--- src/rtl/ex_mdu_if.sv ---
// ex_mdu_if: request/result handshake bundle between issue logic and the MDU stage
interface ex_mdu_if #(parameter int XLEN = 32);
  logic            in_valid;
  logic            in_ready;
  logic [2:0]      in_op;
  logic [XLEN-1:0] in_a;
  logic [XLEN-1:0] in_b;
  logic [4:0]      in_rd_addr;
  logic            out_valid;
  logic            out_ready;
  logic [XLEN-1:0] out_result;
  logic [4:0]      out_rd_addr;
  modport master (
    output in_valid, in_op, in_a, in_b, in_rd_addr, out_ready,
    input  in_ready, out_valid, out_result, out_rd_addr
  );
  modport slave (
    input  in_valid, in_op, in_a, in_b, in_rd_addr, out_ready,
    output in_ready, out_valid, out_result, out_rd_addr
  );
endinterface

--- src/rtl/ex_mdu_stage.sv ---
// ex_mdu_stage: iterative RV32M multiply/divide unit retiring STEP_BITS bits per cycle
module ex_mdu_stage #(
  parameter int XLEN      = 32,
  parameter int STEP_BITS = 1
) (
  input  logic             clk,
  input  logic             rst,
  input  logic             flush,
  ex_mdu_if.slave          bus,
  output logic             busy,
  output logic [4:0]       ex_fwd_rs_addr,
  output logic [XLEN-1:0]  ex_fwd_rs_data
);
  localparam int ITERS = XLEN / STEP_BITS;
  localparam int CW = $clog2(ITERS + 1);
  localparam logic [1:0] IDLE = 2'd0, CALC = 2'd1, DONE = 2'd2;
  logic [1:0]        state;
  logic [CW-1:0]     cnt;
  logic [2:0]        op;
  logic [4:0]        rd;
  logic              neg, byp;
  logic [XLEN-1:0]   hi, lo, opb, res;
  logic [XLEN-1:0]   hi_n, lo_n, mag_a, mag_b, byp_val, q_s, r_s, res_c;
  logic [XLEN:0]     t;
  logic [2*XLEN-1:0] prod_s;
  logic              ge, a_sgn, b_sgn, div0, ovf, neg_in;
  assign bus.in_ready    = state == IDLE;
  assign bus.out_valid   = state == DONE;
  assign bus.out_result  = res;
  assign bus.out_rd_addr = rd;
  assign busy            = state != IDLE;
  assign ex_fwd_rs_addr  = bus.out_valid ? rd : '0;
  assign ex_fwd_rs_data  = bus.out_valid ? res : '0;
  assign a_sgn   = (bus.in_op == 3'd1 || bus.in_op == 3'd2 || bus.in_op == 3'd4 || bus.in_op == 3'd6) & bus.in_a[XLEN-1];
  assign b_sgn   = (bus.in_op == 3'd1 || bus.in_op == 3'd4 || bus.in_op == 3'd6) & bus.in_b[XLEN-1];
  assign mag_a   = a_sgn ? -bus.in_a : bus.in_a;
  assign mag_b   = b_sgn ? -bus.in_b : bus.in_b;
  assign div0    = bus.in_op[2] && bus.in_b == '0;
  assign ovf     = bus.in_op[2] && !bus.in_op[0] && bus.in_a == {1'b1, {(XLEN-1){1'b0}}} && bus.in_b == '1;
  assign byp_val = div0 ? (bus.in_op[1] ? bus.in_a : '1) : (bus.in_op[1] ? '0 : bus.in_a);
  // remainder sign follows the dividend; everything else takes the xor of operand signs
  assign neg_in  = (bus.in_op[2] & bus.in_op[1]) ? a_sgn : a_sgn ^ b_sgn;
  // hi/lo hold accumulator/multiplier for MUL* and remainder/quotient-dividend for DIV*
  always_comb begin
    hi_n = hi;
    lo_n = lo;
    t    = '0;
    ge   = 1'b0;
    for (int i = 0; i < STEP_BITS; i++) begin
      if (op[2]) begin
        t    = {hi_n, lo_n[XLEN-1]};
        ge   = t >= {1'b0, opb};
        t    = ge ? t - {1'b0, opb} : t;
        hi_n = t[XLEN-1:0];
        lo_n = {lo_n[XLEN-2:0], ge};
      end else begin
        t = {1'b0, hi_n} + (lo_n[0] ? {1'b0, opb} : '0);
        {hi_n, lo_n} = {t, lo_n[XLEN-1:1]};
      end
    end
  end
  assign prod_s = neg ? -{hi_n, lo_n} : {hi_n, lo_n};
  assign q_s    = neg ? -lo_n : lo_n;
  assign r_s    = neg ? -hi_n : hi_n;
  assign res_c  = byp ? lo : !op[2] ? (op[1:0] == 2'd0 ? prod_s[XLEN-1:0] : prod_s[2*XLEN-1:XLEN]) : op[1] ? r_s : q_s;
  always_ff @(posedge clk or negedge rst) begin
    if (!rst) begin
      state <= IDLE;
      cnt   <= '0;
      op    <= '0;
      rd    <= '0;
      neg   <= 1'b0;
      byp   <= 1'b0;
      hi    <= '0;
      lo    <= '0;
      opb   <= '0;
      res   <= '0;
    end else if (flush) begin
      state <= IDLE;
    end else begin
      if (state == IDLE && bus.in_valid) begin
        state <= CALC;
        cnt   <= (div0 || ovf) ? '0 : CW'(ITERS - 1);
        op    <= bus.in_op;
        rd    <= bus.in_rd_addr;
        neg   <= neg_in;
        byp   <= div0 || ovf;
        hi    <= '0;
        opb   <= bus.in_op[2] ? mag_b : mag_a;
        lo    <= (div0 || ovf) ? byp_val : bus.in_op[2] ? mag_a : mag_b;
      end
      if (state == CALC) begin
        hi  <= hi_n;
        lo  <= lo_n;
        cnt <= cnt == '0 ? '0 : cnt - 1'b1;
        if (cnt == '0) begin
          state <= DONE;
          res   <= res_c;
        end
      end
      if (state == DONE && bus.out_ready) state <= IDLE;
    end
  end
endmodule

--- src/flat_wrapper.sv ---
// flat-port wrapper written by rule: the top's interface ports become plain ports
module ex_mdu_stage_flat 
#(
  parameter int XLEN      = 32,
  parameter int STEP_BITS = 1
)
  (clk, rst, flush, busy, ex_fwd_rs_addr, ex_fwd_rs_data, bus_in_valid, bus_in_op, bus_in_a, bus_in_b, bus_in_rd_addr, bus_out_ready, bus_in_ready, bus_out_valid, bus_out_result, bus_out_rd_addr);
  ex_mdu_if #(.XLEN(XLEN)) bus_i ();
  input  logic clk;
  input  logic rst;
  input  logic flush;
  output logic busy;
  output logic [4:0] ex_fwd_rs_addr;
  output logic [XLEN-1:0] ex_fwd_rs_data;
  input wire logic [$bits(bus_i.in_valid)-1:0] bus_in_valid;
  input wire logic [$bits(bus_i.in_op)-1:0] bus_in_op;
  input wire logic [$bits(bus_i.in_a)-1:0] bus_in_a;
  input wire logic [$bits(bus_i.in_b)-1:0] bus_in_b;
  input wire logic [$bits(bus_i.in_rd_addr)-1:0] bus_in_rd_addr;
  input wire logic [$bits(bus_i.out_ready)-1:0] bus_out_ready;
  output wire logic [$bits(bus_i.in_ready)-1:0] bus_in_ready;
  output wire logic [$bits(bus_i.out_valid)-1:0] bus_out_valid;
  output wire logic [$bits(bus_i.out_result)-1:0] bus_out_result;
  output wire logic [$bits(bus_i.out_rd_addr)-1:0] bus_out_rd_addr;
  assign bus_i.in_valid = bus_in_valid;
  assign bus_i.in_op = bus_in_op;
  assign bus_i.in_a = bus_in_a;
  assign bus_i.in_b = bus_in_b;
  assign bus_i.in_rd_addr = bus_in_rd_addr;
  assign bus_i.out_ready = bus_out_ready;
  assign bus_in_ready = bus_i.in_ready;
  assign bus_out_valid = bus_i.out_valid;
  assign bus_out_result = bus_i.out_result;
  assign bus_out_rd_addr = bus_i.out_rd_addr;
  ex_mdu_stage #(.XLEN(XLEN), .STEP_BITS(STEP_BITS)) u_core (.clk(clk), .rst(rst), .flush(flush), .bus(bus_i), .busy(busy), .ex_fwd_rs_addr(ex_fwd_rs_addr), .ex_fwd_rs_data(ex_fwd_rs_data));
endmodule
--- config.mk ---
export PLATFORM = sky130hd
export DESIGN_NAME = ex_mdu_stage_flat
export DESIGN_NICKNAME = d
export VERILOG_FILES = /design/src/rtl/ex_mdu_if.sv /design/src/rtl/ex_mdu_stage.sv /design/src/flat_wrapper.sv
export SDC_FILE = /design/constraint.sdc
export NUM_CORES = 1
export LEC_CHECK = 0
export BUFFER_PORTS_ARGS = -buffer_cell sky130_fd_sc_hd__buf_4
export CAP_MARGIN = 20
export CORE_MARGIN = 8
export CORE_UTILIZATION = 50
export DETAILED_ROUTE_END_ITERATION = 12
export HOLD_SLACK_MARGIN = 0.06
export PLACE_DENSITY_LB_ADDON = 0.1
export REMOVE_ABC_BUFFERS = 1
export SLEW_MARGIN = 5
export SYNTH_ARGS = -nofsm -noshare
export SYNTH_HDL_FRONTEND = slang
export SYNTH_SLANG_ARGS = --single-unit
--- constraint.sdc ---
create_clock -name clk -period 5.2 [get_ports clk]
set_input_delay 0.78 -clock clk [delete_from_list [all_inputs] [get_ports clk]]
set_output_delay 0.78 -clock clk [all_outputs]
set_load 0.02 [all_outputs]
==> summary.md <==
• **outcome** complete, no violations
• **number of distinct library cells after synthesis** 91
• **Internal Dissipation** 4.77 mW
• **Placed Instance Area** 19200 um2
• **proportion of layout cells with a drive suffix above 1** 14.7%
• **placer's final routability congestion estimate** 1.05
• **main combinational cell family by area after synthesis** compound AO/OA/AOI/OAI gates
• **total negative slack for setup checks** 0 ns
• **flip-flop cell with the highest count after synthesis** sky130_fd_sc_hd__dfrtp_1
• **RSZ-0062 raised after global routing** yes
• **critical path data required time** 5.54 ns
• **average instance area after synthesis** 7.13 um2
• **FF-to-FF Start** u_core.lo[0]$_DFFE_PN0P_
• **maximum VDD drop** 0.000377 V
• **share of the clock period used by the worst path after layout** 95.8%
• **Clock Pin Slew Worst Setup and Hold Paths** 0.07 ns
• **post-synthesis sequential area ratio** 21.2%
• **maximum fanout along the worst path** 17
• **Detail Route met2 WL** 32400 um
• **die height** 202 um
• **initial antenna violation count** 2
• **endpoint type of the worst setup path** flop
• **starting density of the core** 50.4%
• **clock network fraction of design power** 12.1%
• **final count of hold timing violations** 0
• **wire length the detailed router placed on met1** 30800 um
• **Buffers on Ports** 153
• **number of flops mapped to enable cells by yosys** 0
• **count of yosys warnings during synthesis** 0
• **terminus of the critical flop-to-flop path** u_core.bus.out_result[27]$_DFFE_PN0P_
• **multiplexer area fraction after synthesis** 4.46%
• **register share of total power** 17.4%
• **Worst slew margin** 14.7%
• **area growth from synthesis to layout** 14.9%
• **Synth Area in Simple Gates** 24.6%
• **final core utilization** 57.9%
• **mean number of vias per cell** 6.61
• **final cell count without fillers** 3006
• **summed instance area of the synthesized netlist** 17200 um2
• **routed length per placed instance** 25.1 um
• **remaining design rule violation count** 0
• **die boundary width** 202 um
• **number of standard cells after synthesis** 2416
• **Max Clock Skew** 0.0227 ns
• **maximum number of pins on one net before global-route repair** 90
• **clock latency of the later-clocked register in the worst-skew pair** 0.47 ns
• **Synth Area in Compound Gates** 30.3%
• **TritonCTS Buffers** 17
• **leakage power summed over all cells** 8.60 nW
• **number of I/O pins** 154
• **wire length of the first global-routing pass** 113000 um
• **drt first pass iters** 6
• **power share of the combinational group** 70.4%
• **# placed instances** 2971
• **core region area** 34200 um2
• **Overflow after GRT** 0
• **Final ANT Viol Nets** 0
• **worst-case reg-to-reg path depth** 17
• **Sw Ratio** 54.4%
• **Die Footprint** 40700 um2
• **routed wire length** 75400 um
• **HPWL reported at the end of detailed placement** 58600 um
• **power density cells** 529 nW/um2
• **clk root buf** sky130_fd_sc_hd__clkbuf_16
• **Top Metal Used** met4
• **number of synthesized register bits** 146
• **count of pins over their slew limit** 0
• **switching pwr** 5.69 mW
• **vias** 19900
• **vias in the first global route** 18500
• **nets@finish** 2687
• **clock tree buffer depth** 2
• **total routing resource utilization after global routing** 35.8%
• **category of the most critical setup path** reg -> reg
• **total met3 wirelength after detailed routing** 7090 um
• **H-tree depth** 4
• **register-to-register path setup slack** 0.22 ns
• **shortest period the worst path allows** 4.98 ns
• **actual transition at the worst max-transition pin** 1.28 ns
• **initial DRC count** 2498
• **number of maximum-capacitance violations** 0
• **number of sinks on the clock net** 146
• **setup-violating endpoint count in the final report** 0
• **Synth Area in Adders** 5.39%
• **achievable clock frequency** 201 MHz
• **smallest hold slack** 0.336 ns
• **Critical Path Source Type** flop
• **number of rows in the core area** 68
• **Non-Filler Cell Area, Final** 19800 um2
• **leading cell types in the layout, fill and taps excluded** sky130_fd_sc_hd__nand2_1 (300), sky130_fd_sc_hd__o21ai_0 (279), sky130_fd_sc_hd__buf_4 (257)
• **worst hold path class** in -> async
• **async set or reset register ratio after synthesis** 100%
• **CTS tree** yes
• **share of the synthesized netlist area taken by xor and xnor gates** 8.29%
• **most common cell after layout, fill and taps aside** sky130_fd_sc_hd__nand2_1
• **Critical Path AT** 5.32 ns
[flip-flops by register name, summed over array words and instances (netlist names)]
name,count
u_core.cnt,6
u_core.lo,32
u_core.byp,1
u_core.bus.out_result,32
u_core.bus.out_rd_addr,5
u_core.state,2
u_core.hi,32
u_core.op,3
u_core.opb,32
u_core.neg,1
[through the flow]
stage | power, mW | setup WS [ns]
final | 10.5 | 0.218
after global routing | 11.0 | -0.0397
after CTS | 10.2 | 0.159
after detailed placement | 8.87 | 0.166
after global placement | 8.80 | 0.338
after floorplan | 6.28 | -2.41
[synthesized netlist by cell type (15+ instances only)]
cell type                  number  area, um2
sky130_fd_sc_hd__nor4_1        19        119
sky130_fd_sc_hd__nand2_1      300       1130
sky130_fd_sc_hd__mux2i_1       52        521
sky130_fd_sc_hd__o21a_1        15        113
sky130_fd_sc_hd__nand4_1       35        219
sky130_fd_sc_hd__a211oi_1      24        180
sky130_fd_sc_hd__clkbuf_1     120        450
sky130_fd_sc_hd__mux2_2        15        169
sky130_fd_sc_hd__inv_1         92        345
sky130_fd_sc_hd__and2_1        77        482
sky130_fd_sc_hd__dfrtp_1      146       3650
sky130_fd_sc_hd__a21o_1        22        165
sky130_fd_sc_hd__a31oi_1       29        181
sky130_fd_sc_hd__buf_2         26        130
sky130_fd_sc_hd__o31ai_1       26        195
sky130_fd_sc_hd__xor2_1        83        727
sky130_fd_sc_hd__nor3_1        77        385
sky130_fd_sc_hd__o211ai_1      36        270
sky130_fd_sc_hd__nand2b_1      23        144
sky130_fd_sc_hd__ha_1          71        888
sky130_fd_sc_hd__o311ai_0      16        140
sky130_fd_sc_hd__xnor2_1       80        701
sky130_fd_sc_hd__nor2_1       195        732
sky130_fd_sc_hd__o21ai_0      279       1400
sky130_fd_sc_hd__nand3_1       47        235
sky130_fd_sc_hd__or3_1         20        125
sky130_fd_sc_hd__a21oi_1      201       1010
sky130_fd_sc_hd__and3_1        20        125
[power by group through the flow]
stage / combinational [mW] / sequential (mW) / clock (mW)
4_1_cts: 7.10 / 1.80 / 1.27
6_report: 7.37 / 1.82 / 1.27
5_1_grt: 7.86 / 1.85 / 1.32
3_3_place_gp: 6.99 / 1.81 / 0
2_1_floorplan: 4.54 / 1.74 / 0
3_5_place_dp: 7.06 / 1.82 / 0
[final cells by class]
type                            instances  area [um2]
Inverter                               92         345
Tap cell                              455         569
Clock buffer                           20         457
Antenna cell                            1        2.50
Fill cell                            3328       14400
Timing Repair Buffer                  262        2010
Multi-Input combinational cell       2018       12600
Clock inverter                         12         121
Sequential cell                       146        3660
[metal layers]
metal | vias to the layer above | track usage [%]
met5 | - | 0
met4 | 0 | 22.2
met3 | 236 | 6.56
met2 | 1146 | 54.1
met1 | 9445 | 46.7
li1 | 9033 | -
[worst max path at each step]
stage	endpoint	cells after the start	slack, ns	startpoint
final	u_core.bus.out_result[27]$_DFFE_PN0P_	17	0.22	u_core.lo[0]$_DFFE_PN0P_
after global routing	u_core.bus.out_result[2]$_DFFE_PN0P_	24	-0.04	u_core.opb[18]$_DFFE_PN0P_
after CTS	u_core.bus.out_result[27]$_DFFE_PN0P_	17	0.16	u_core.lo[0]$_DFFE_PN0P_
after detailed placement	u_core.bus.out_result[24]$_DFFE_PN0P_	18	0.17	u_core.lo[0]$_DFFE_PN0P_
after global placement	u_core.bus.out_result[27]$_DFFE_PN0P_	17	0.34	u_core.lo[0]$_DFFE_PN0P_
after floorplan	u_core.bus.out_result[2]$_DFFE_PN0P_	16	-2.41	u_core.op[2]$_DFFE_PN0P_
[critical path, stage by stage, from the launching register on]
cell,delay (ns)
sky130_fd_sc_hd__dfrtp_2,0.51
sky130_fd_sc_hd__buf_4,0.25
sky130_fd_sc_hd__and2_1,0.17
sky130_fd_sc_hd__ha_1,0.42
sky130_fd_sc_hd__nand3_1,0.17
sky130_fd_sc_hd__nor2_1,0.15
sky130_fd_sc_hd__nand3_1,0.31
sky130_fd_sc_hd__a311oi_1,0.54
sky130_fd_sc_hd__buf_4,0.22
sky130_fd_sc_hd__nor2_1,0.05
sky130_fd_sc_hd__xor2_1,0.15
sky130_fd_sc_hd__a22oi_1,0.17
sky130_fd_sc_hd__or3_1,0.47
sky130_fd_sc_hd__or4_4,0.55
sky130_fd_sc_hd__nor3_2,0.18
sky130_fd_sc_hd__mux2_1,0.34
sky130_fd_sc_hd__a21oi_1,0.16
sky130_fd_sc_hd__a21oi_1,0.08
[repair_timing]
| item | CTS | global route |
|---|---|---|
| hold buffers | 0 | 0 |
| gates resized for setup | 0 | 7 |
| buffers inserted | 0 | 2 |
| setup endpoints to repair | 0 | 12 |
[logic make-up after synthesis]
kind of cell               after synthesis
DFF                                    146
and+or+nand+nor                        881
buffers and inverters                  252
xor gates and xnor gates               163
adders and majority gates               73
muxes                                   72
AOI/OAI and AO/OA                      829
Power figures use the tool's default switching activity.
